==> src/rtl/sar_pkg.sv <==
// Shared types and helpers for the SAR multi-channel scan sequencer.
package sar_pkg;

    typedef enum logic [2:0] {
        IDLE   = 3'd0,
        PICK   = 3'd1,
        SETTLE = 3'd2,
        START  = 3'd3,
        WAIT   = 3'd4,
        DONE   = 3'd5
    } sar_seq_state_t;

    // Bit width needed to index n items, never less than one bit.
    function automatic int clog2_min1(input int n);
        return (n <= 2) ? 1 : $clog2(n);
    endfunction

endpackage

==> src/rtl/sar_scan_sequencer_if.sv <==
// Host/ADC-facing signal bundle of the scan sequencer; the sequencer is the slave side.
interface sar_scan_sequencer_if #(
    parameter int ADC_WIDTH = 8,
    parameter int NUM_CH    = 4
);
    import sar_pkg::*;

    localparam int CH_W = clog2_min1(NUM_CH);

    // Strobes (scan_start, adc_start, adc_den, res_valid, scan_done) are single-cycle with
    // no backpressure: a strobe is consumed in the cycle it is high, its data is valid only then.
    logic                 scan_start;
    logic                 scan_cont;
    logic                 scan_abort;
    logic [NUM_CH-1:0]    ch_mask;
    logic [CH_W-1:0]      mux_sel;
    logic                 adc_start;
    logic                 adc_den;
    logic [ADC_WIDTH-1:0] adc_dout;
    logic                 busy;
    logic                 res_valid;
    logic [CH_W-1:0]      res_ch;
    logic [ADC_WIDTH-1:0] res_data;
    logic                 scan_done;
    logic                 err_timeout;
    sar_seq_state_t       state;

    modport master (
        output scan_start, scan_cont, scan_abort, ch_mask, adc_den, adc_dout,
        input  mux_sel, adc_start, busy, res_valid, res_ch, res_data, scan_done,
               err_timeout, state
    );

    modport slave (
        input  scan_start, scan_cont, scan_abort, ch_mask, adc_den, adc_dout,
        output mux_sel, adc_start, busy, res_valid, res_ch, res_data, scan_done,
               err_timeout, state
    );

endinterface

==> src/rtl/sar_ch_picker.sv <==
// Combinational search for the lowest enabled channel at or above the pass pointer.
module sar_ch_picker
    import sar_pkg::*;
#(
    parameter int NUM_CH = 4,
    localparam int CH_W  = clog2_min1(NUM_CH),
    localparam int PTR_W = clog2_min1(NUM_CH + 1)
) (
    input  logic [NUM_CH-1:0] mask,
    input  logic [PTR_W-1:0]  ptr,
    output logic              found,
    output logic [CH_W-1:0]   ch
);

    // Scan downward so the last hit, the lowest qualifying index, wins.
    always_comb begin
        found = 1'b0;
        ch    = '0;
        for (int i = NUM_CH - 1; i >= 0; i--) begin
            if (mask[i] && (PTR_W'(i) >= ptr)) begin
                found = 1'b1;
                ch    = CH_W'(i);
            end
        end
    end

endmodule

==> src/rtl/sar_scan_sequencer.sv <==
// Walks enabled mux channels, drives the SAR start pulse, averages results and
// reports one result per channel plus an end-of-pass pulse.
module sar_scan_sequencer
    import sar_pkg::*;
#(
    parameter int ADC_WIDTH     = 8,
    parameter int NUM_CH        = 4,
    parameter int SETTLE_CYCLES = 2,
    parameter int AVG_LOG2      = 0,
    parameter int TIMEOUT       = ADC_WIDTH + 4
) (
    input logic clk,
    input logic rst,
    sar_scan_sequencer_if.slave bus
);

    localparam int CH_W  = clog2_min1(NUM_CH);
    localparam int PTR_W = clog2_min1(NUM_CH + 1);
    localparam int ACC_W = ADC_WIDTH + AVG_LOG2;
    localparam int SET_W = clog2_min1(SETTLE_CYCLES);
    localparam int TO_W  = clog2_min1(TIMEOUT);
    localparam int SMP_W = AVG_LOG2 + 1;
    localparam logic [SMP_W-1:0] NUM_SMP = SMP_W'(1 << AVG_LOG2);

    sar_seq_state_t       state_q, state_d;
    logic [NUM_CH-1:0]    mask_q, mask_d;
    logic [PTR_W-1:0]     ptr_q, ptr_d;
    logic [CH_W-1:0]      ch_q, ch_d;
    logic [SET_W-1:0]     settle_q, settle_d;
    logic [TO_W-1:0]      to_q, to_d;
    logic [SMP_W-1:0]     smp_q, smp_d;
    logic [ACC_W-1:0]     acc_q, acc_d;
    logic                 res_valid_q, res_valid_d;
    logic [CH_W-1:0]      res_ch_q, res_ch_d;
    logic [ADC_WIDTH-1:0] res_data_q, res_data_d;
    logic                 err_q, err_d;

    logic                 pick_found;
    logic [CH_W-1:0]      pick_ch;
    logic [ACC_W-1:0]     acc_sum;
    logic [PTR_W-1:0]     ptr_after;

    sar_ch_picker #(
        .NUM_CH(NUM_CH)
    ) u_picker (
        .mask (mask_q),
        .ptr  (ptr_q),
        .found(pick_found),
        .ch   (pick_ch)
    );

    always_ff @(posedge clk or posedge rst) begin
        if (rst) begin
            state_q     <= IDLE;
            mask_q      <= '0;
            ptr_q       <= '0;
            ch_q        <= '0;
            settle_q    <= '0;
            to_q        <= '0;
            smp_q       <= '0;
            acc_q       <= '0;
            res_valid_q <= 1'b0;
            res_ch_q    <= '0;
            res_data_q  <= '0;
            err_q       <= 1'b0;
        end else begin
            state_q     <= state_d;
            mask_q      <= mask_d;
            ptr_q       <= ptr_d;
            ch_q        <= ch_d;
            settle_q    <= settle_d;
            to_q        <= to_d;
            smp_q       <= smp_d;
            acc_q       <= acc_d;
            res_valid_q <= res_valid_d;
            res_ch_q    <= res_ch_d;
            res_data_q  <= res_data_d;
            err_q       <= err_d;
        end
    end

    always_comb begin
        state_d     = state_q;
        mask_d      = mask_q;
        ptr_d       = ptr_q;
        ch_d        = ch_q;
        settle_d    = settle_q;
        to_d        = to_q;
        smp_d       = smp_q;
        acc_d       = acc_q;
        res_valid_d = 1'b0;
        res_ch_d    = res_ch_q;
        res_data_d  = res_data_q;
        err_d       = err_q;
        acc_sum     = acc_q + ACC_W'(bus.adc_dout);
        ptr_after   = PTR_W'(ch_q) + PTR_W'(1);

        // Abort drops the partial accumulation but leaves the mux where it was.
        if (state_q != IDLE && bus.scan_abort) begin
            state_d = IDLE;
            acc_d   = '0;
            smp_d   = '0;
        end else begin
            case (state_q)
                IDLE: begin
                    if (bus.scan_start) begin
                        mask_d  = bus.ch_mask;
                        err_d   = 1'b0;
                        ptr_d   = '0;
                        state_d = PICK;
                    end
                end
                PICK: begin
                    if (pick_found) begin
                        ch_d     = pick_ch;
                        settle_d = '0;
                        state_d  = SETTLE;
                    end else begin
                        state_d = DONE;
                    end
                end
                SETTLE: begin
                    if (settle_q == SET_W'(SETTLE_CYCLES - 1)) begin
                        state_d = START;
                    end else begin
                        settle_d = settle_q + SET_W'(1);
                    end
                end
                START: begin
                    to_d    = '0;
                    state_d = WAIT;
                end
                WAIT: begin
                    if (bus.adc_den) begin
                        if ((smp_q + SMP_W'(1)) < NUM_SMP) begin
                            // More samples due on this channel: mux already settled.
                            acc_d   = acc_sum;
                            smp_d   = smp_q + SMP_W'(1);
                            state_d = START;
                        end else begin
                            res_valid_d = 1'b1;
                            res_ch_d    = ch_q;
                            res_data_d  = ADC_WIDTH'(acc_sum >> AVG_LOG2);
                            acc_d       = '0;
                            smp_d       = '0;
                            ptr_d       = ptr_after;
                            state_d     = PICK;
                        end
                    end else if (to_q == TO_W'(TIMEOUT - 1)) begin
                        err_d   = 1'b1;
                        acc_d   = '0;
                        smp_d   = '0;
                        ptr_d   = ptr_after;
                        state_d = PICK;
                    end else begin
                        to_d = to_q + TO_W'(1);
                    end
                end
                DONE: begin
                    if (bus.scan_cont) begin
                        ptr_d   = '0;
                        state_d = PICK;
                    end else begin
                        state_d = IDLE;
                    end
                end
                default: state_d = IDLE;
            endcase
        end
    end

    assign bus.mux_sel     = ch_q;
    assign bus.adc_start   = (state_q == START) && !bus.scan_abort;
    assign bus.busy        = (state_q != IDLE);
    assign bus.res_valid   = res_valid_q;
    assign bus.res_ch      = res_ch_q;
    assign bus.res_data    = res_data_q;
    assign bus.scan_done   = (state_q == DONE);
    assign bus.err_timeout = err_q;
    assign bus.state       = state_q;

endmodule
==> src/flat_wrapper.sv <==
// flat-port wrapper written by rule: the top's interface ports become plain ports
module sar_scan_sequencer_flat import sar_pkg::*;
#(
    parameter int ADC_WIDTH     = 8,
    parameter int NUM_CH        = 4,
    parameter int SETTLE_CYCLES = 2,
    parameter int AVG_LOG2      = 0,
    parameter int TIMEOUT       = ADC_WIDTH + 4
)
  (clk, rst, bus_scan_start, bus_scan_cont, bus_scan_abort, bus_ch_mask, bus_adc_den, bus_adc_dout, bus_mux_sel, bus_adc_start, bus_busy, bus_res_valid, bus_res_ch, bus_res_data, bus_scan_done, bus_err_timeout, bus_state);
  sar_scan_sequencer_if #(.ADC_WIDTH(ADC_WIDTH), .NUM_CH(NUM_CH)) bus_i ();
  input logic clk;
  input logic rst;
  input wire logic [$bits(bus_i.scan_start)-1:0] bus_scan_start;
  input wire logic [$bits(bus_i.scan_cont)-1:0] bus_scan_cont;
  input wire logic [$bits(bus_i.scan_abort)-1:0] bus_scan_abort;
  input wire logic [$bits(bus_i.ch_mask)-1:0] bus_ch_mask;
  input wire logic [$bits(bus_i.adc_den)-1:0] bus_adc_den;
  input wire logic [$bits(bus_i.adc_dout)-1:0] bus_adc_dout;
  output wire logic [$bits(bus_i.mux_sel)-1:0] bus_mux_sel;
  output wire logic [$bits(bus_i.adc_start)-1:0] bus_adc_start;
  output wire logic [$bits(bus_i.busy)-1:0] bus_busy;
  output wire logic [$bits(bus_i.res_valid)-1:0] bus_res_valid;
  output wire logic [$bits(bus_i.res_ch)-1:0] bus_res_ch;
  output wire logic [$bits(bus_i.res_data)-1:0] bus_res_data;
  output wire logic [$bits(bus_i.scan_done)-1:0] bus_scan_done;
  output wire logic [$bits(bus_i.err_timeout)-1:0] bus_err_timeout;
  output wire logic [$bits(bus_i.state)-1:0] bus_state;
  assign bus_i.scan_start = bus_scan_start;
  assign bus_i.scan_cont = bus_scan_cont;
  assign bus_i.scan_abort = bus_scan_abort;
  assign bus_i.ch_mask = bus_ch_mask;
  assign bus_i.adc_den = bus_adc_den;
  assign bus_i.adc_dout = bus_adc_dout;
  assign bus_mux_sel = bus_i.mux_sel;
  assign bus_adc_start = bus_i.adc_start;
  assign bus_busy = bus_i.busy;
  assign bus_res_valid = bus_i.res_valid;
  assign bus_res_ch = bus_i.res_ch;
  assign bus_res_data = bus_i.res_data;
  assign bus_scan_done = bus_i.scan_done;
  assign bus_err_timeout = bus_i.err_timeout;
  assign bus_state = bus_i.state;
  sar_scan_sequencer #(.ADC_WIDTH(ADC_WIDTH), .NUM_CH(NUM_CH), .SETTLE_CYCLES(SETTLE_CYCLES), .AVG_LOG2(AVG_LOG2), .TIMEOUT(TIMEOUT)) u_core (.clk(clk), .rst(rst), .bus(bus_i));
endmodule
==> config.mk <==
export PLATFORM = sky130hd
export DESIGN_NAME = sar_scan_sequencer_flat
export DESIGN_NICKNAME = d
export VERILOG_FILES = /design/src/rtl/sar_pkg.sv /design/src/rtl/sar_scan_sequencer_if.sv /design/src/rtl/sar_ch_picker.sv /design/src/rtl/sar_scan_sequencer.sv /design/src/flat_wrapper.sv
export SDC_FILE = /design/constraint.sdc
export NUM_CORES = 1
export LEC_CHECK = 0
export CAP_MARGIN = 30
export CORE_ASPECT_RATIO = 2
export CORE_MARGIN = 4
export CORE_UTILIZATION = 47
export CTS_BUF_LIST = sky130_fd_sc_hd__clkbuf_8
export CTS_CLUSTER_SIZE = 28
export DETAILED_ROUTE_END_ITERATION = 16
export HOLD_SLACK_MARGIN = 0.12
export PLACE_DENSITY = 0.84
export SYNTH_ARGS = -nofsm -noshare
export SYNTH_HDL_FRONTEND = slang
export SYNTH_SLANG_ARGS = --single-unit
==> constraint.sdc <==
create_clock -name clk -period 1.7 [get_ports clk]
set_input_delay 0.255 -clock clk [delete_from_list [all_inputs] [get_ports clk]]
set_output_delay 0.255 -clock clk [all_outputs]
set_load 0.05 [all_outputs]
==> After elaboration in Yosys (flattened, before gate mapping) <==
Index checks and enable logic that the tools add are counted.
{ "totals": {"register_bits": 38, "inputBits": 18, "output_inout_bits": 20} }
{ "op_classes": {"n_addsub": 5, "order_cmp": 5, "n_eq_ne": 17, "n_mux": 47, "bitwise": 2, "reduce_logical": 24} }
{ "op_table": {"columns": ["cell", "n"], "rows": [
  ["$mux W8", 5],
  ["$mux W3", 11],
  ["$mux W1", 19],
  ["$pmux W3 S6", 1],
  ["$reduce_and A3 Y1", 4],
  ["$mux W2", 5],
  ["$pmux W3 S3", 1],
  ["$reduce_bool A3 Y1", 3],
  ["$add A8 B8 Y8", 1],
  ["$mux W4", 2],
  ["$ne A2 B2 Y1 const B", 4],
  ["$pmux W4 S2", 1],
  ["$reduce_and A4 Y1", 2],
  ["$reduce_bool A2 Y1", 4],
  ["$eq A3 B2 Y1 const B", 2],
  ["$eq A3 B3 Y1 const B", 2],
  ["$ge A1 B3 Y1 const A", 2],
  ["$ge A2 B3 Y1 const A", 2],
  ["$logic_and A1 B1 Y1", 6],
  ["$ne A3 B2 Y1 const B", 2],
  ["$reduce_and A6 Y1", 1],
  ["$reduce_and A5 Y1", 1],
  ["$add A4 B1 Y4 const B", 1],
  ["$eq A4 B4 Y1 const B", 1],
  ["13 further kinds", 17]
]} }

==> Depth between registers and ports, before layout <==
Gate-level depths: netlist of run 1.
{ "depth": {"depth_word": 9, "mapped_depth": 7} }

==> Cells and area by module <==
From an unflattened synthesis of run 1, not the netlist that was laid out.
{ "hier_totals": {"cells_unflattened": 188, "area_unflattened_um2": 1881.8} }
{ "modules_own_cells": {"columns": ["module", "instances", "cells_per_inst", "area_each_um2"], "rows": [
  ["sar_scan_sequencer", 1, 177, 1814.2],
  ["sar_ch_picker", 1, 11, 67.6]
]} }

==> Worst setup path after synthesis of run 1 <==
OpenSTA, ideal clock, no wires.
{ "synth_timing": {"path_kind": "register to register", "from": "reg u_core.state_q[0], in the netlist u_core.bus.state[0]", "to": "reg u_core.res_data_q[4], in the netlist u_core.bus.res_data[4]", "setup_ns": 0.127, "arrival_ns": 1.953, "required_time_ns": 1.573, "slack_ns": -0.379, "stages_incl_launch_ff": 8, "path_buffers": 3, "synth_period_minus_slack_ns": 2.079, "cell_sequence": "dfrtp_1 -> buf_6 -> or4b_4 -> or2_1 -> buf_6 -> buf_2 -> nand2_1 -> o21ai_0"} }
{ "synth_via": {"elab_chain_cells": 4, "elab_cells_between_ends": 5, "cone_classes": "eq/ne (1); bitwise (1); reduce/logical (3)"} }
{ "synth_lines": {"columns": ["element", "line_no", "rtl"], "rows": [
  ["start, declared", "sar_scan_sequencer.sv:25", "sar_seq_state_t state_q, state_d;"],
  ["start signal, assigned", "sar_scan_sequencer.sv:67", "state_q <= state_d;"],
  ["$reduce_bool A3 Y1", "sar_scan_sequencer.sv:99", "if (state_q != IDLE && bus.scan_abort) begin"],
  ["$logic_and A1 B1 Y1", "sar_scan_sequencer.sv:99", null],
  ["$not A1 Y1 (no line)", null, null],
  ["$reduce_and A4 Y1 (no line) (*)", null, null],
  ["end signal, assigned", "sar_scan_sequencer.sv:77", "res_data_q <= res_data_d;"],
  ["end, declared", "sar_scan_sequencer.sv:35", "logic [ADC_WIDTH-1:0] res_data_q, res_data_d;"]
]} }
Mark *: on every way between the ends. The rest lies on a longest branch, timed or not.
A chain may end at the register's enable or synchronous reset.

==> results of run 1 <==
==> layout by cell type (no fill, tap or decap), drive strengths merged, types with 2 or more instances in the layout <==
cell	instances
a31oi	3
mux2	5
dfrtp	31
o21ai	13
nand4	2
nand2b	2
o21bai	2
nor2	11
a21oi	12
ha	9
inv	14
mux2i	2
buf	65
nand2	22
nand3	7
clkbuf	6
and3	3
or3	2
xnor2	6
nor2b	4
nor3	2
nor4	3
clkdlybuf4s50	17
==> cell type report <==
cell class	instances	area [sq um]	share of cell area [%]
Clock buffer	6	82.6	3.01
Clock inverter	2	35.0	1.28
Inverter	15	62.6	2.28
Multi-Input combinational cell	129	1010	36.8
Sequential cell	31	781	28.4
Tap cell	48	60.1	2.19
Timing Repair Buffer	82	714	26.0
==> timing repair <==
action,CTS,global route
setup endpoints to repair,13,13
cloned,0,0
resized for setup,20,16
buffers inserted,4,6
pin swaps,5,8
==> per-stage QoR <==
| step | cells | util (%) | TNS (ps) | hold WS [ps] | cell area, sq um |
|---|---|---|---|---|---|
| CTS | 307 | 75.5 | -191 | 374 | 2610 |
| floorplan | 182 | - | -2750 | 358 | 1740 |
| global placement | 295 | 68.6 | -5680 | 460 | 2370 |
| detailed placement | 295 | 68.6 | -6100 | 484 | 2370 |
| finish | 313 | 79.5 | -398 | 378 | 2750 |
| global route | 313 | 79.5 | -842 | 425 | 2750 |
==> layer usage <==
| metal | global-route usage, % | wire [um] | vias up |
|---|---|---|---|
| li1 | - | - | 801 |
| met1 | 20.6 | 1850 | 842 |
| met3 | 4.47 | 249 | 30 |
| met5 | 0 | 0 | - |
| met4 | 14.8 | 309 | 0 |
| met2 | 40.9 | 3270 | 72 |
==> tightest hold or removal path: stages <==
cell,delay [ps]
clkdlybuf4s50_1,410
inv_1,60
buf_4,370
==> worst max-delay path by stage <==
stage	endpoint	slack, ps	cells after the start
finish	u_core.bus.res_data[4]	-140	7
global route	u_core.bus.res_data[4]	-170	7
CTS	u_core.bus.res_data[6]	-90	6
floorplan	u_core.bus.res_data[4]	-240	7
detailed placement	u_core.bus.res_data[6]	-540	7
global placement	u_core.bus.res_data[6]	-490	7
==> kinds of logic after synthesis <==
family          share of synthesized area [%]
simple gates                             18.6
compound gates                           15.3
buf+inv                                  5.82
mux                                      4.44
flops                                    45.1
xor+xnor                                 3.05
fa+ha+maj                                7.71
==> registers in the layout, indices dropped and copies added (netlist names) <==
| name | cells |
|---|---|
| u_core.bus.res_data | 8 |
| u_core.bus.res_valid | 1 |
| u_core.ptr_q | 3 |
| u_core.bus.res_ch | 2 |
| u_core.to_q | 4 |
| u_core.acc_q | 2 |
| u_core.bus.mux_sel | 2 |
| u_core.settle_q | 1 |
| u_core.mask_q | 4 |
| u_core.bus.state | 3 |
| u_core.bus.err_timeout | 1 |
==> Yosys cell counts (3+ instances only) <==
cell      instances
a21oi_1          12
a31oi_1           3
and3_1            3
clkbuf_1          3
dfrtp_1          31
ha_1              9
inv_1            14
mux2_2            5
nand2_1          22
nand3_1           7
nor2_1           11
nor2b_1           4
nor4_1            3
o21ai_0          10
o21ai_1           3
xnor2_1           6
==> power by group <==
part	switching (mW)	internal, mW	leakage [nW]
registers	0.160	0.957	0.404
logic	1.35	0.937	0.842
clock network	0.297	0.474	0.0612
total	1.80	2.37	1.31
==> impl_metrics.json, run 1 <==
{
  "gp_congestion": 0.855,
  "cp_data_arrival_time_ps": 2020,
  "r2r_cells": 7,
  "start_util_pct": 49.8,
  "area_growth_pct": 59.6,
  "violations": "negative setup slack",
  "period_minus_slack_ps": 1840,
  "drive_gt1_share_pct": 40.4,
  "netlist_area_sq_um": 1720,
  "clock-sinks": 31,
  "regToRegEndpoint": "u_core.bus.res_data[4]",
  "grt_usage_pct": 22.0,
  "diodes": 0,
  "die-width_um": 50.8,
  "synth.distinct_cells": 44,
  "dp_hpwl_um": 3430,
  "vdd_drop_max_uv": 1240,
  "drc": 0,
  "die_area_sq_um": 4750,
  "h-tree-depth": 2,
  "via_per_inst": 5.58,
  "firstDrtPassIters": 5,
  "antenna_found_initial": 0,
  "nNetsFinal": 292,
  "slowest_stage": "dfrtp_1",
  "crit_fanout": 2,
  "synthesis.nets": 210,
  "post-place-ws_ps": -536,
  "overflow": 0,
  "p_leak_nw": 1.31,
  "path_cells": "ha_4 > fa_2 > a21oi_4 > buf_6 > o21bai_4 > xnor2_2 > o21ai_1",
  "design.core.area_sq_um": 3450,
  "cts.reportedPaths.clkPinSlew_ps": 70,
  "synthFlopType": "dfrtp_1",
  "cap_violations": 0,
  "finalCritPeriodShare_pct": 108,
  "placement.io_buffers": 37,
  "setup_viol": 6,
  "crit_buf_inv": 1,
  "hold_violations": 0,
  "grt_first_pass_wirelength_um": 7780,
  "r2r-start": "u_core.acc_q[6]",
  "worst_clock_skew_ps": 4.76,
  "p_per_area_nw_per_um2": 1520,
  "clk_latency_ps": 290,
  "ys_top_cells_by_area": "dfrtp_1, ha_1, nand2_1",
  "endpoint_kind": "flop",
  "drt_iter0_drc": 84,
  "hold_buffers": 0,
  "setup_slack_ps": -137,
  "wirelength_um": 5680,
  "hold_path.class": "primary input to async pin",
  "grt_max_degree": 32,
  "synth_top_cell_by_area": "dfrtp_1",
  "worstSetupStartpointType": "flop",
  "grt_pass1_vias": 1798,
  "syn_area_per_cell_sq_um": 9.45,
  "async_reset_ff_share_pct": 100,
  "vias": 1745,
  "rsz0062_at_grt": "true",
  "rrSetupSlack_ps": -140,
  "yosys_warnings": 0,
  "ys_seq_area_share_pct": 45.1,
  "ant_nets": 0,
  "fmax_mhz": 544,
  "synth_edf_count": 0,
  "cpPeakStageDelay_ps": 440,
  "synth_top_area_share_pct": 45.1,
  "fp.dieH_um": 93.6,
  "slew_viol_final": 0,
  "total_power_mw": 4.17,
  "num-fill-cells": 210,
  "ys_ff_latch": 31,
  "ctsLongestPathBuffers": 2,
  "outcome": "complete, but fails checks",
  "path_class": "flop to flop",
  "worst_pin_slew_ps": 408,
  "cts-root-buf": "clkbuf_8",
  "tritoncts": "done",
  "syn_inst": 182,
  "cts_buffers": 5,
  "cp_top_family": "adder cells",
  "cp_data_required_time_ps": 1880,
  "wire_per_inst_um": 18.1,
  "cp-startpoint": "u_core.acc_q[6]",
  "rows": 30,
  "io_pins": 38,
  "max_slew_margin_pct": 72.5
}
(Power assumes the default switching activity.)
==> inputs of run 2 (changes only) <==
clock period = 1.52 ns   (was 1.7 ns; I/O delays follow)
==> run 2 against run 1 <==
  * The run still ends with negative setup slack left
  * Non-clock buffer count increased by 15
  * Power increased by 27%
  * Setup slack got worse by 130 ps
  * Combinational power increased by 37%
  * Clock skew increased by 2.5 ps
  * Flip-flop and latch count unchanged
  * Utilization increased by 12 points
  * Worst hold slack improved by 17 ps
  * Global-route usage increased by 5.3 points
  * First-iteration DRC count increased by 31%
  * Critical path type unchanged
==> impl_metrics.json, run 2 (synthesized netlist as in run 1, its figures left out) <==
{
  "outcome": "complete, but fails checks",
  "violations": "negative setup slack",
  "tritoncts": "done",
  "p_comb_share_pct": 58.8,
  "hold_violations": 0,
  "drt_iter0_drc": 110,
  "cp_data_required_time_ps": 1760,
  "antenna_found_initial": 0,
  "p_sw_share_pct": 44.0,
  "via_per_inst": 6.00,
  "design.core.area_sq_um": 3450,
  "grt_usage_pct": 27.3,
  "fin_area_sq_um": 3160,
  "seqPwrFrac_pct": 24.5,
  "pwr-share-clk_pct": 16.6,
  "grt_max_degree": 32,
  "max_slew_margin_pct": 65.9,
  "fp.dieH_um": 93.6,
  "finalCritPeriodShare_pct": 117,
  "ant_nets": 0,
  "vdd_drop_max_uv": 1690,
  "io_pins": 38,
  "p_per_area_nw_per_um2": 1680,
  "internal_power_mw": 2.98,
  "num-fill-cells": 134,
  "wirelength_um": 7650,
  "drive_gt1_share_pct": 55.0,
  "firstDrtPassIters": 8,
  "setup_viol": 26,
  "placement.io_buffers": 37,
  "layout_common_cells": "buf_4, dfrtp_1, clkdlybuf4s50_1",
  "cts-root-buf": "clkbuf_8",
  "post-place-ws_ps": -699,
  "whs_ps": 395,
  "wire_per_inst_um": 23.3,
  "regArea_sq_um": 781,
  "worstSetupStartpointType": "flop",
  "dp.cells": 300,
  "path_class": "flop to flop",
  "grt_first_pass_wirelength_um": 9540,
  "switchingPower_mw": 2.34,
  "area_growth_pct": 83.9,
  "worst_clock_skew_ps": 7.29,
  "start_util_pct": 49.8,
  "final_common_cell": "buf_4",
  "die_area_sq_um": 4750,
  "cp_data_arrival_time_ps": 2030,
  "dp_hpwl_um": 3480,
  "ctsLongestPathBuffers": 2,
  "fmax_mhz": 560,
  "gp_congestion": 0.870,
  "rows": 30,
  "grt_pass1_vias": 1992,
  "place_area_sq_um": 2480,
  "worst_pin_slew_ps": 509,
  "period_minus_slack_ps": 1780,
  "hold_path.class": "primary input to async pin",
  "overflow": 0,
  "nNetsFinal": 307,
  "setup_slack_ps": -265,
  "p_leak_nw": 1.42,
  "diodes": 0,
  "slew_viol_final": 0,
  "die-width_um": 50.8,
  "crit_fanout": 2,
  "h-tree-depth": 2,
  "drc": 0,
  "endpoint_kind": "flop",
  "rsz0062_at_grt": "true",
  "multiInputGateArea_sq_um": 1210,
  "vias": 1968,
  "largest_reg_flops": 8,
  "clk_latency_ps": 300,
  "cap_violations": 0,
  "cts.reportedPaths.clkPinSlew_ps": 70,
  "cts_buffers": 5,
  "clock-sinks": 31,
  "stdcell_count": 328
}
-- run 2: final cells by class --
class                   count  area share [%]
multi-input cells         129            38.2
repair buffers             97            29.5
flip-flops and latches     31            24.7
clock buffers               6            2.61
inverters                  15            1.98
well taps                  48            1.90
clock inverters             2            1.11
-- run 2: path summary, 6_finish.rpt --
path / startpoint / to / slack, ps / cells after the start
min in group clk: bus_ch_mask[3] / u_core.mask_q[3] / 500 / 3
hold / removal: rst / u_core.bus.res_data[5] / 400 / 3
setup / recovery: u_core.acc_q[6] / u_core.bus.res_data[6] / -260 / 6
hold reg to reg: u_core.mask_q[2] / u_core.mask_q[2] / 520 / 1
setup reg to reg: u_core.acc_q[6] / u_core.bus.res_data[6] / -260 / 6
max in group asynchronous: rst / u_core.bus.state[2] / 800 / 3
-- run 2: worst max-delay path: stages, from the launching register on --
cell and delay [ps]:
dfrtp_1 430, ha_4 190, fa_2 400, a21oi_4 180, o21ai_2 90, a2111o_1 380
nand3_2 60
-- run 2: power by group through the flow --
stage / registers [mW] / clock network, mW / logic [mW]
floorplan: 1.74 / 0 / 0.892
global placement: 1.23 / 0 / 2.35
detailed placement: 1.24 / 0 / 2.41
CTS: 1.25 / 0.867 / 2.65
global route: 1.32 / 0.913 / 3.26
finish: 1.30 / 0.885 / 3.12
-- run 2: repair_timing --
item | in CTS | in global routing
gates cloned | 1 | 0
setup endpoints to repair | 26 | 31
hold buffers | 0 | 0
pin swaps | 32 | 18
buffers inserted | 13 | 9
resized for setup | 59 | 38
-- run 2: stage by stage --
step                util, %  TNS, ps  power [mW]
floorplan                 -    -6560        2.63
global placement       71.7    -9210        3.58
detailed placement     71.7    -9670        3.65
CTS                    84.4    -1990        4.76
global route           91.6    -4710        5.50
finish                 91.6    -3550        5.31
-- run 2: layer usage --
layer	track usage [%]	wire length [um]	part of all wire [%]	vias to the layer above
met2	51.9	4270	56	126
li1	-	-	-	832
met5	0	0	0	-
met3	5.26	456	6.0	37
met4	16.0	368	4.8	0
met1	25.8	2560	33	973
